===== config.mk =====
export PLATFORM = sky130hd
export DESIGN_NAME = pulse_sched
export DESIGN_NICKNAME = d
export VERILOG_FILES = /design/src/rtl/pulse_sched_pkg.sv /design/src/rtl/evt_chan.sv /design/src/rtl/pulse_sched.sv
export SDC_FILE = /design/constraint.sdc
export NUM_CORES = 1
export LEC_CHECK = 0
export CORE_MARGIN = 2
export CORE_UTILIZATION = 41
export DETAILED_ROUTE_END_ITERATION = 16
export PLACE_DENSITY_LB_ADDON = 0.3
export SYNTH_ARGS = -nofsm -noshare
export SYNTH_HDL_FRONTEND = slang
export SYNTH_HIERARCHICAL = 1
export SYNTH_SLANG_ARGS = --single-unit

===== constraint.sdc =====
create_clock -name CLK -period 2.6 [get_ports CLK]
set_input_delay 0.52 -clock CLK [delete_from_list [all_inputs] [get_ports CLK]]
set_output_delay 0.52 -clock CLK [all_outputs]
set_load 0.01 [all_outputs]

===== src/rtl/pulse_sched_pkg.sv =====
`default_nettype none
// ============================================================================
// Module      : pulse_sched_pkg
// Description : Shared types and constants for the pulse scheduler.
//               state_t : scheduler FSM states (IDLE, SPACE)
//               GAP_W   : width of the inter-pulse gap counter
// Revision    : 1.0 - initial release
// ============================================================================
package pulse_sched_pkg;

  localparam int GAP_W = 4;

  typedef enum logic [0:0] {
    IDLE  = 1'b0,
    SPACE = 1'b1
  } state_t;

endpackage
`default_nettype wire


===== src/rtl/evt_chan.sv =====
`default_nettype none
// ============================================================================
// Module      : evt_chan
// Description : One scheduler channel. Turns a synchronous level into
//               rising-edge events and keeps a saturating count of events
//               not yet granted, plus a sticky overflow flag.
// Ports       : clk      in  clock, rising edge
//               rst_n    in  synchronous active-low reset
//               lvl      in  channel level input
//               grant    in  this channel is being served this cycle
//               ovf_clr  in  clear the overflow flag
//               nonzero  out pending count is non-zero
//               ovf      out sticky overflow flag
// Revision    : 1.0 - initial release
// ============================================================================
module evt_chan
  import pulse_sched_pkg::*;
#(
  parameter int CNT_W = 3
) (
  input  logic clk,
  input  logic rst_n,
  input  logic lvl,
  input  logic grant,
  input  logic ovf_clr,
  output logic nonzero,
  output logic ovf
);

  localparam logic [CNT_W-1:0] CNT_MAX = '1;

  logic             prev;
  logic [CNT_W-1:0] cnt;
  logic             rise;
  logic             ovf_set;

  assign rise    = lvl & ~prev;
  // Only an ungranted edge can push the counter past its maximum.
  assign ovf_set = rise & ~grant & (cnt == CNT_MAX);
  assign nonzero = |cnt;

  always_ff @(posedge clk) begin
    if (!rst_n) begin
      prev <= 1'b0;
      cnt  <= '0;
      ovf  <= 1'b0;
    end else begin
      prev <= lvl;
      // A simultaneous edge and grant cancel each other out.
      if (rise && !grant) begin
        if (cnt != CNT_MAX) begin
          cnt <= cnt + 1'b1;
        end
      end else if (grant && !rise) begin
        cnt <= cnt - 1'b1;
      end
      // Clear takes precedence over a same-cycle overflow.
      ovf <= ovf_clr ? 1'b0 : (ovf | ovf_set);
    end
  end

endmodule
`default_nettype wire


===== src/rtl/pulse_sched.sv =====
`default_nettype none
// ============================================================================
// Module      : pulse_sched
// Description : Multi-channel event scheduler. Counts rising edges per
//               channel and serializes them round-robin onto a single
//               one-cycle pulse with at least GAP idle cycles in between.
// Ports       : CLK       in  clock, rising edge
//               RST       in  synchronous active-low reset
//               LVL_SIG   in  per-channel level inputs
//               EN        in  grant enable (counting continues when low)
//               OVF_CLR   in  clear all overflow flags
//               PULSE_SIG out registered one-cycle event pulse
//               CH_ID     out channel served by the latest pulse
//               PEND_ANY  out any channel has pending events
//               OVF       out sticky per-channel overflow flags
// Revision    : 1.0 - initial release
// ============================================================================
module pulse_sched
  import pulse_sched_pkg::*;
#(
  parameter int NUM_CH = 4,
  parameter int CNT_W  = 3,
  parameter int GAP    = 1
) (
  input  logic                      CLK,
  input  logic                      RST,
  input  logic [NUM_CH-1:0]         LVL_SIG,
  input  logic                      EN,
  input  logic                      OVF_CLR,
  output logic                      PULSE_SIG,
  output logic [$clog2(NUM_CH)-1:0] CH_ID,
  output logic                      PEND_ANY,
  output logic [NUM_CH-1:0]         OVF
);

  localparam int               CH_W     = $clog2(NUM_CH);
  localparam logic [GAP_W-1:0] GAP_L    = GAP_W'(GAP);
  localparam logic [CH_W-1:0]  LAST_RST = CH_W'(NUM_CH - 1);

  state_t              state, state_nx;
  logic [GAP_W-1:0]    gcnt, gcnt_nx;
  logic [CH_W-1:0]     last;
  logic [CH_W-1:0]     winner;
  logic                found;
  logic                do_grant;
  logic [NUM_CH-1:0]   nonzero;
  logic [NUM_CH-1:0]   grant;

  // Per-channel edge detection and pending counters.
  for (genvar i = 0; i < NUM_CH; i++) begin : g_chan
    evt_chan #(
      .CNT_W (CNT_W)
    ) u_chan (
      .clk     (CLK),
      .rst_n   (RST),
      .lvl     (LVL_SIG[i]),
      .grant   (grant[i]),
      .ovf_clr (OVF_CLR),
      .nonzero (nonzero[i]),
      .ovf     (OVF[i])
    );
  end

  assign PEND_ANY = |nonzero;

  // Round-robin search starting just after the last served channel; the
  // last candidate examined is the last served channel itself.
  always_comb begin : p_arb
    int sum;
    logic [CH_W-1:0] idx;
    sum    = 0;
    idx    = '0;
    winner = '0;
    found  = 1'b0;
    for (int off = 1; off <= NUM_CH; off++) begin
      sum = int'(last) + off;
      if (sum >= NUM_CH) begin
        sum = sum - NUM_CH;
      end
      idx = CH_W'(sum);
      if (!found && nonzero[idx]) begin
        winner = idx;
        found  = 1'b1;
      end
    end
  end

  assign do_grant = (state == IDLE) && EN && found;
  assign grant    = do_grant ? (NUM_CH'(1) << winner) : '0;

  always_comb begin : p_fsm
    state_nx = state;
    gcnt_nx  = gcnt;
    case (state)
      IDLE: begin
        // With no gap configured the FSM never leaves IDLE.
        if (do_grant && (GAP_L != '0)) begin
          state_nx = SPACE;
          gcnt_nx  = GAP_L;
        end
      end
      SPACE: begin
        gcnt_nx = gcnt - 1'b1;
        if (gcnt == GAP_W'(1)) begin
          state_nx = IDLE;
        end
      end
      default: begin
        state_nx = IDLE;
      end
    endcase
  end

  always_ff @(posedge CLK) begin
    if (!RST) begin
      state     <= IDLE;
      gcnt      <= '0;
      last      <= LAST_RST;
      PULSE_SIG <= 1'b0;
      CH_ID     <= '0;
    end else begin
      state     <= state_nx;
      gcnt      <= gcnt_nx;
      PULSE_SIG <= do_grant;
      if (do_grant) begin
        CH_ID <= winner;
        last  <= winner;
      end
    end
  end

endmodule
`default_nettype wire

==> out/metrics.yaml, run 1 <==
power:
  power_frac_comb_pct: 62.0
  p_per_area_mw_per_mm2: 1250
  swShare_pct: 38.9
  intPower_uw: 1720
  power_switching_uw: 1090
  p_clk_share_pct: 12.8
  ir_drop_mv: 0.648
  p_leak_uw: 0.000938
  seqPwrFrac_pct: 25.2
  power.total_uw: 2810
cts:
  cts_tree: "yes"
  clk_pin_slew_ns: 0.06
  htreeDepth: 2
  cts_buffers: 5
  cts-hold-fix-buffers: 0
  cts-root-buf: "clkbuf_8"
  clkSinkCount: 30
  clockBufferDepth: 2
  clock_latency_ns: 0.28
critical_path:
  cp-start-kind: "flip-flop"
  regToRegStartpoint: "g_chan[2].u_chan/cnt[0]"
  path_cells: "or3_4 -> or4_4 -> and3b_4 -> o21ai_4 -> nor2_4 -> nor3b_4 -> inv_2 -> fa_2 -> nand2_1 -> a21oi_2 -> a41o_1"
  worstPathArrival_ns: 2.96
  cp-end-kind: "flip-flop"
  criticalPathCategory: "flip-flop to flip-flop"
  slowest_delay_ns: 0.54
  cp_slowest_cell: "or4_4"
  cp_data_required_time_ns: 2.82
  crit_fanout: 2
  crit_start: "g_chan[2].u_chan/cnt[0]"
drt:
  vias: 1441
  drtIter0Drc: 51
  postRouteAntennaNets: 0
  viasPerCell: 5.34
  drt-total-wl_um: 3610
  drtPass1Iterations: 4
  wl_per_cell_um: 13.4
  drcViolationCount: 0
logic_synthesis:
  syn_area_per_cell_um2: 9.38
  synth-edff-count: 0
  syn_area_mm2: 0.00158
  synth_cell_types: 40
  synth_nets: 182
  ys_seq_area_share_pct: 38.1
  synth_seq_cells: 30
  syn_inst: 168
  ys.flop_type: "dfxtp_1"
  async_flop_share_pct: 0
  yosys_warnings: 6
run_status:
  status: "finished, violations left"
  failed_checks: "negative setup slack"
min_path:
  min_from: "CH_ID[1]"
  hold_path_class: "flip-flop to flip-flop"
global_routing:
  grt_max_degree: 21
  grt_overflow: 0
  antenna_found_initial: 0
  grt_pass1_wl_um: 6150
  grt_usage_pct: 18.5
  grt_pass1_vias: 1428
die:
  boundaryPins: 16
  num_rows: 22
  fp.dieH_um: 66.0
  core_area_mm2: 0.00369
  die_x_um: 66.0
  start_util_pct: 42.7
  die-area_mm2: 0.00435
sta:
  relSlewSlack_pct: 70.6
  finalHoldWorstSlack_ns: 0.462
  setup-violations-final: 7
  worstMarginPinSlew_ns: 0.439
  slew_viol_final: 0
  period_needed_ns: 2.73
  final_hold_viol_count: 0
  finalCritPeriodShare_pct: 105
  fin_ws_ns: -0.135
  rsz0062_at_grt: "yes"
  skew_ns: 0.00523
  fmax_mhz: 366
flow_run:
  maxCapViolCount: 0
final_layout:
  n_antenna_cell: 0
  finish.utilization_pct: 60.8
  area_growth_pct: 42.4
  drive_gt1_share_pct: 38.7
  finalNetCount: 237
place:
  dp_hpwl_um: 2610
  place.gp.congestion: 0.893
  port_buffers: 15
[placed cells by master, fill, tap and decap left out, types with 6 or more instances in the layout]
| cell type | count |
|---|---|
| nor2_1 | 6 |
| nand2b_1 | 6 |
| o21ai_2 | 7 |
| clkdlybuf4s50_1 | 14 |
| clkbuf_8 | 6 |
| buf_4 | 34 |
| a21oi_1 | 9 |
| nand2_1 | 8 |
| inv_1 | 9 |
| dfxtp_1 | 26 |
| nand3_1 | 7 |
[per-stage QoR]
step	setup slack, ns	area (um^2)	cells	setup TNS, ns
2_1_floorplan	-0.164	1630	168	-0.564
3_3_place_gp	-0.164	2040	258	-0.545
3_5_place_dp	-0.207	2040	258	-0.987
4_1_cts	-0.134	2170	267	-0.685
5_1_grt	-0.264	2240	270	-1.52
6_report	-0.135	2240	270	-0.577
[area by class of cell]
cell class | count | area, um^2
multi-input cells | 125 | 1050
well taps | 48 | 60.1
fillers | 303 | 1450
flip-flops and latches | 30 | 606
inverters | 12 | 45.0
clock buffers | 6 | 82.6
repair buffers | 49 | 404
[what timing repair did]
item                       4_1_cts  5_1_grt
setup endpoints to repair        9        9
hold endpoints to repair         0        0
resized for setup                8       11
pin swaps                        4       10
setup buffers                    3        4
[worst max-delay path, delay by kind of cell, from the launching register on]
family                   cells  cell delay (ns)
AND/OR/NAND/NOR              6             1.49
adder cells (fa/ha/maj)      1             0.52
flip-flops                   1             0.32
AO/OA/AOI/OAI                3             0.31
buffers and inverters        1             0.06
[per-layer routing]
layer	share of wire [%]	wire, um	global-route usage [%]	up-vias
li1	-	-	-	718
met2	52	1880	32.3	19
met3	3.3	118	5.96	6
met1	43	1560	21.1	698
met5	0	0	0	-
met4	1.2	43	6.38	0
[state kept, by name (all words and copies together), names as in the netlist]
name and flops:
last 2, g_chan.u_chan/ovf 4, g_chan.u_chan/cnt 12, gcnt 4, g_chan.u_chan/prev 4, CH_ID 2, state 1, PULSE_SIG 1
[worst paths after layout]
| path | endpoint | slack [ns] | cells after the start |
|---|---|---|---|
| hold / removal | CH_ID[1] | 0.46 | 2 |
| setup / recovery | g_chan[0].u_chan/cnt[1] | -0.13 | 11 |
| hold reg to reg | CH_ID[1] | 0.46 | 2 |
| setup reg to reg | g_chan[0].u_chan/cnt[1] | -0.13 | 11 |
[power by group through the flow]
stage / combinational, uW / clock, uW / sequential (uW)
after CTS: 1550 / 368 / 702
after detailed placement: 1450 / 0 / 710
after global routing: 1900 / 394 / 728
final: 1740 / 361 / 708
after global placement: 1390 / 0 / 696
after floorplan: 867 / 0 / 738
[cell families (layout without fill, tap and decap cells)]
| group | Yosys count | after routing | synth area share (%) |
|---|---|---|---|
| AO/OA/AOI/OAI | 44 | 44 | 19.5 |
| adder cells (fa/ha/maj) | 6 | 6 | 6.67 |
| buffers and inverters | 13 | 67 | 3.10 |
| flip-flops | 30 | 30 | 38.1 |
| multiplexers | 5 | 5 | 3.18 |
| AND/OR/NAND/NOR | 70 | 70 | 29.5 |
[cell usage after synthesis (2+ instances only)]
cell | count | share of area [%]
nor3b_4 | 4 | 4.8
o21a_1 | 5 | 2.4
a41o_1 | 4 | 2.5
nand3b_1 | 2 | 0.95
and2_1 | 4 | 1.6
o21ai_1 | 4 | 1.3
nand2b_1 | 6 | 2.4
a211oi_1 | 2 | 0.95
o21ai_0 | 3 | 0.95
and3_1 | 5 | 2.0
nor3b_1 | 5 | 2.4
inv_1 | 12 | 2.9
o21ai_2 | 4 | 2.2
a21oi_1 | 12 | 3.8
ha_1 | 2 | 1.6
dfxtp_1 | 30 | 38
a41oi_1 | 4 | 2.2
nand3_1 | 8 | 2.5
nand2_2 | 4 | 1.6
mux2i_1 | 5 | 3.2
nand2_1 | 9 | 2.1
fa_1 | 4 | 5.1
or3_1 | 4 | 1.6
nor2_1 | 10 | 2.4
(Power assumes the default switching activity.)
==> run 2: changes to the inputs <==
==> constraint.sdc (replaced) <==
create_clock -name CLK -period 2.6 [get_ports CLK]
set_input_delay 0.52 -clock CLK [delete_from_list [all_inputs] [get_ports CLK]]
set_output_delay 0.52 -clock CLK [all_outputs]
set_load 0.05 [all_outputs]
==> run 2 against run 1 <==
Highest routed layer unchanged. Power grew 12%. Clock skew shrank 0.0045 ns. Design area grew 3.9%. Largest power group unchanged. Global-route usage grew 1.0 points. Fmax shrank 0.47%. Critical endpoint unchanged. The run still ends with negative setup slack left. Hold slack gained 0.019 ns. Via count shrank 0.49%. Register-to-register slack is essentially flat.
==> out/metrics.yaml, run 2 (synthesized netlist as in run 1, its figures left out) <==
run_status:
  status: "finished, violations left"
  failed_checks: "negative setup slack"
final_layout:
  final_area_mm2: 0.00233  # +3.9%
  stdcell_count: 269  # -0.37%
  final_common_cell: "buf_4"
  multi_input_comb_area_mm2: 0.00111  # +6.6%
  largest_reg_flops: 12  # unchanged
  ff_latch_area_um2: 607  # +0.21%
  n_antenna_cell: 0  # unchanged
  largest_register: "g_chan.u_chan/cnt"
  final_cell_mix: "32 x buf_4, 25 x dfxtp_1, 14 x clkdlybuf4s50_1"
  fillCellCount: 315  # +4.0%
  drive_gt1_share_pct: 44.8  # +6.1 points
  area_growth_pct: 48.0
  finalNetCount: 235  # -0.84%
min_path:
  hold_path_class: "flip-flop to flip-flop"
sta:
  skew_ns: 0.000726  # -0.00450 ns
  finalCritPeriodShare_pct: 106  # +0.49 points
  slew_viol_final: 0  # unchanged
  fin_ws_ns: -0.148  # -0.0128 ns
  setup-violations-final: 6  # -1
  rsz0062_at_grt: "yes"
  period_needed_ns: 2.75  # +0.0128 ns
  worstMarginPinSlew_ns: 0.495  # +0.0559 ns
  final_hold_viol_count: 0  # unchanged
  fmax_mhz: 364  # -0.47%
  fin_setup_tns_ns: -0.595  # -0.0175 ns
  relSlewSlack_pct: 66.9  # -3.7 points
flow_run:
  maxCapViolCount: 0  # unchanged
place:
  place.gp.congestion: 0.888  # -0.55%
  port_buffers: 15  # unchanged
  post_dp_cell_area_mm2: 0.00203  # -0.49%
  dp_hpwl_um: 2700  # +3.5%
  place_inst: 257  # -0.39%
  place_ws_ns: -0.221  # -0.0143 ns
cts:
  cts_buffers: 5  # unchanged
  clockBufferDepth: 2  # unchanged
  clk_pin_slew_ns: 0.06  # about the same
  cts_tree: "yes"
  clkSinkCount: 30  # unchanged
  clock_latency_ns: 0.28  # about the same
  htreeDepth: 2  # unchanged
  cts-root-buf: "clkbuf_8"
drt:
  vias: 1434  # -0.49%
  viasPerCell: 5.33  # -0.12%
  wl_per_cell_um: 14.3  # +7.2%
  drtIter0Drc: 45  # -12%
  drcViolationCount: 0  # unchanged
  drtPass1Iterations: 4  # unchanged
  drt-total-wl_um: 3850  # +6.8%
  postRouteAntennaNets: 0  # unchanged
die:
  start_util_pct: 42.7  # unchanged
  boundaryPins: 16  # unchanged
  num_rows: 22  # unchanged
  core_area_mm2: 0.00369  # unchanged
  die_x_um: 66.0  # unchanged
  fp.dieH_um: 66.0  # unchanged
  die-area_mm2: 0.00435  # unchanged
global_routing:
  grt_pass1_vias: 1466  # +2.7%
  grt_max_degree: 21  # unchanged
  grt_usage_pct: 19.5  # +1.0 points
  antenna_found_initial: 0  # unchanged
  grt_overflow: 0  # unchanged
  grt_pass1_wl_um: 6400  # +4.0%
critical_path:
  cp_data_required_time_ns: 2.77  # -0.05 ns
  worstPathArrival_ns: 2.92  # -0.04 ns
  criticalPathCategory: "flip-flop to flip-flop"
  cp_slowest_cell: "or4_4"
  path_cells: "or3_4 -> or4_4 -> and3b_4 -> o21ai_4 -> nor2_4 -> nor3b_4 -> inv_2 -> fa_2 -> nand2_2 -> a21oi_2 -> a41o_1"
  crit_fanout: 4  # +2
  cp-end-kind: "flip-flop"
  slowest_delay_ns: 0.53  # about the same
  cp-start-kind: "flip-flop"
power:
  p_per_area_mw_per_mm2: 1350  # +8.1%
  power.total_uw: 3160  # +12%
  p_leak_uw: 0.000944  # +0.67%
  ir_drop_mv: 0.611  # -5.7%
## run 2: power breakdown
part | switching, uW | internal (uW)
sequential | 116 | 601
clock | 164 | 306
combinational | 1010 | 962
## run 2: final timing paths
| path | startpoint | to | slack [ns] | cells past startpoint |
|---|---|---|---|---|
| min reg2reg | CH_ID[1] | CH_ID[1] | 0.48 | 2 |
| min | CH_ID[1] | CH_ID[1] | 0.48 | 2 |
| max reg2reg | g_chan[3].u_chan/cnt[0] | g_chan[0].u_chan/cnt[1] | -0.15 | 11 |
| max | g_chan[3].u_chan/cnt[0] | g_chan[0].u_chan/cnt[1] | -0.15 | 11 |
## run 2: per-layer routing
layer / vias to the layer above / share of wire [%] / GRT usage (%)
met1: 686 / 41 / 20.4
met4: 0 / 2.2 / 5.61
li1: 714 / - / -
met5: - / 0 / 0
met3: 9 / 3.2 / 5.62
met2: 25 / 53 / 37.4
## run 2: per-stage QoR
stage | utilization, % | hold WS [ns]
floorplan | - | 0.454
global placement | 55.2 | 0.453
detailed placement | 55.2 | 0.463
CTS | 60.0 | 0.485
global route | 63.2 | 0.513
finish | 63.2 | 0.481
## run 2: critical path, delay by kind of cell (launching register included)
kind	cells	cell delay, ns
DFF	1	0.32
buffers and inverters	1	0.06
AOI/OAI and AO/OA	3	0.33
and+or+nand+nor	6	1.50
adders and majority gates	1	0.42
## run 2: area by class of cell
| class | count | share of cell area, % |
|---|---|---|
| clock buffer | 6 | 3.54 |
| clock inverter | 1 | 1.29 |
| inverter | 12 | 1.93 |
| multi-input combinational | 125 | 47.8 |
| sequential | 30 | 26.0 |
| tap | 48 | 2.58 |
| timing repair buffer | 47 | 16.8 |
## run 2: what timing repair did
action / 4_1_cts / 5_1_grt
pin swaps: 6 / 17
cloned: 0 / 0
gates resized for setup: 11 / 25
setup buffers: 3 / 5
hold buffers: 0 / 0
setup endpoints to repair: 8 / 12
==> run 3: changes to the inputs <==
--- a/config.mk
+++ b/config.mk
@@ -6,7 +6,8 @@
 export NUM_CORES = 1
 export LEC_CHECK = 0
 export CORE_MARGIN = 2
-export CORE_UTILIZATION = 41
+export CORE_UTILIZATION = 50
+export CTS_CLUSTER_SIZE = 10
 export DETAILED_ROUTE_END_ITERATION = 16
 export PLACE_DENSITY_LB_ADDON = 0.3
 export SYNTH_ARGS = -nofsm -noshare
==> run 3 against run 2 <==
The flow still finishes with violations (negative setup slack). Worst setup slack improved by 0.022 ns. Die area decreased by 17%. Sequential share of layout area increased by 1.6 points. Hold slack got worse by 0.0052 ns. Non-clock buffer count increased by 1. Clock-buffer cell count increased by 1. Fmax increased by 0.82%. Critical endpoint unchanged. Design area decreased by 5.7%. Clock power decreased by 47%. First-iteration DRC count increased by 27%. Critical path depth unchanged. Register-to-register slack improved by 0.02 ns. Largest power group unchanged.
==> out/metrics.yaml, run 3 (synthesized netlist as in run 1, its figures left out) <==
run_status:
  status: "finished, violations left"
  failed_checks: "negative setup slack"
cts:
  clockBufferDepth: 2  # unchanged
  htreeDepth: 2  # unchanged
  clock_latency_ns: 0.32  # +0.04 ns
  clkSinkCount: 30  # unchanged
  cts_tree: "yes"
  cts-root-buf: "clkbuf_4"
  clk_pin_slew_ns: 0.08  # +0.02 ns
  cts_buffers: 5  # unchanged
flow_run:
  maxCapViolCount: 0  # unchanged
drt:
  vias: 1416  # -1.3%
  drtIter0Drc: 57  # +27%
  drcViolationCount: 0  # unchanged
  wl_per_cell_um: 13.2  # -7.7%
  drtPass1Iterations: 4  # unchanged
  viasPerCell: 5.32  # -0.14%
  postRouteAntennaNets: 0  # unchanged
  drt-total-wl_um: 3520  # -8.8%
final_layout:
  final_cell_mix: "34 x buf_4, 24 x dfxtp_1, 14 x clkdlybuf4s50_1"
  multi_input_comb_area_mm2: 0.00105  # -5.8%
  final_area_mm2: 0.00220  # -5.7%
  drive_gt1_share_pct: 42.3  # -2.5 points
  final_common_cell: "buf_4"
  ff_latch_area_um2: 608  # +0.21%
  largest_reg_flops: 12  # unchanged
  fillCellCount: 226  # -28%
  n_antenna_cell: 0  # unchanged
  area_growth_pct: 39.6
  largest_register: "g_chan.u_chan/cnt"
  finalNetCount: 236  # +0.43%
die:
  die-area_mm2: 0.00362  # -17%
  core_area_mm2: 0.00303  # -18%
  boundaryPins: 16  # unchanged
  fp.dieH_um: 60.1  # -8.9%
  num_rows: 20  # -9.1%
  die_x_um: 60.1  # -8.9%
  start_util_pct: 52.0  # +9.3 points
place:
  place.gp.congestion: 0.817  # -8.0%
  place_ws_ns: -0.206  # +0.0150 ns
  port_buffers: 15  # unchanged
  dp_hpwl_um: 2560  # -5.3%
  post_dp_cell_area_mm2: 0.00204  # +0.49%
sta:
  relSlewSlack_pct: 66.5  # -0.34 points
  fin_setup_tns_ns: -0.430  # +0.164 ns
  period_needed_ns: 2.73  # -0.0224 ns
  worstMarginPinSlew_ns: 0.500  # +0.00515 ns
  fin_ws_ns: -0.125  # +0.0224 ns
  slew_viol_final: 0  # unchanged
  finalCritPeriodShare_pct: 105  # -0.86 points
  skew_ns: 0.00771  # +0.00699 ns
  rsz0062_at_grt: "yes"
  final_hold_viol_count: 0  # unchanged
  setup-violations-final: 6  # unchanged
  fmax_mhz: 367  # +0.82%
min_path:
  min_from: "CH_ID[1]"
  hold_path_class: "flip-flop to flip-flop"
  hold_end: "CH_ID[1]"
  min_path_cells: 2  # unchanged
power:
  ir_drop_mv: 0.683  # +12%
  p_leak_uw: 0.000915  # -3.1%
  p_per_area_mw_per_mm2: 1260  # -6.6%
critical_path:
  crit_fanout: 2  # -2
  timing.rr.end: "g_chan[0].u_chan/cnt[1]"
  worstPathArrival_ns: 2.99  # +0.07 ns
  reg2reg_slack_ns: -0.13  # +0.02 ns
  cp-end-kind: "flip-flop"
  cp_data_required_time_ns: 2.86  # +0.09 ns
  regToRegStartpoint: "g_chan[2].u_chan/cnt[2]"
  criticalPathCategory: "flip-flop to flip-flop"
  cp-start-kind: "flip-flop"
  rr_worst_depth: 11  # unchanged
global_routing:
  antenna_found_initial: 0  # unchanged
  grt_pass1_vias: 1423  # -2.9%
  grt_pass1_wl_um: 5760  # -10%
  grt_overflow: 0  # unchanged
  grt_max_degree: 15  # -29%
  grt_usage_pct: 21.7  # +2.2 points
[run 3: changes by cell type in the layout (fill, tap and decap cells not counted), sizes merged]
cell,delta
buf,+1
clkbuf,+1
bufinv,-1
[run 3: area by class of cell]
class / count / area share (%)
tap: 44 / 2.50
clock buffer: 7 / 2.05
multi-input combinational: 125 / 47.8
timing repair buffer: 48 / 18.0
inverter: 12 / 2.05
sequential: 30 / 27.7
[run 3: worst max path at each step]
stage / slack [ns] / start / depth (start not counted) / endpoint
2_1_floorplan: -0.28 / g_chan[2].u_chan/cnt[2] / 11 / g_chan[0].u_chan/cnt[1]
3_3_place_gp: -0.15 / EN / 10 / g_chan[3].u_chan/cnt[1]
3_5_place_dp: -0.21 / EN / 10 / g_chan[3].u_chan/cnt[1]
4_1_cts: -0.12 / g_chan[2].u_chan/cnt[2] / 11 / g_chan[0].u_chan/cnt[1]
5_1_grt: -0.23 / g_chan[2].u_chan/cnt[2] / 11 / g_chan[0].u_chan/cnt[1]
6_report: -0.13 / g_chan[2].u_chan/cnt[2] / 11 / g_chan[0].u_chan/cnt[1]
[run 3: what timing repair did]
item | CTS | global route
hold buffers | 0 | 0
setup buffers | 3 | 2
pin swaps | 3 | 11
setup endpoints to repair | 7 | 9
resized for setup | 9 | 16
[run 3: routing by layer]
metal  track usage [%]  vias to the layer above  wire length [um]
met2              36.3                       26              1780
met1              25.4                      670              1550
met4              9.84                        0                53
li1                  -                      714                 -
met5                 0                        -                 0
met3              6.28                        6               131
[run 3: worst max-delay path, stage by stage, from the launching register on]
cell and delay (ns):
dfxtp_2 0.33, or3_4 0.39, or4_4 0.55, and3b_4 0.21
o21ai_4 0.08, nor2_4 0.07, nor3b_4 0.21, inv_2 0.06
fa_2 0.53, nand2_2 0.05, a21oi_2 0.10, a41o_1 0.10
[run 3: report_power, final]
group,total [uW],switching (uW),internal [uW]
clock network,247,145,102
registers,702,99.7,602
logic,1830,926,904
total,2780,1170,1610
[run 3: metrics by stage]
stage | power, uW | hold slack, ns | instances | util (%)
after floorplan | 1700 | 0.454 | 168 | -
after global placement | 2180 | 0.452 | 255 | 67.5
after detailed placement | 2240 | 0.472 | 255 | 67.5
after CTS | 2600 | 0.484 | 265 | 70.6
after global routing | 2970 | 0.524 | 266 | 72.6
final | 2780 | 0.476 | 266 | 72.6
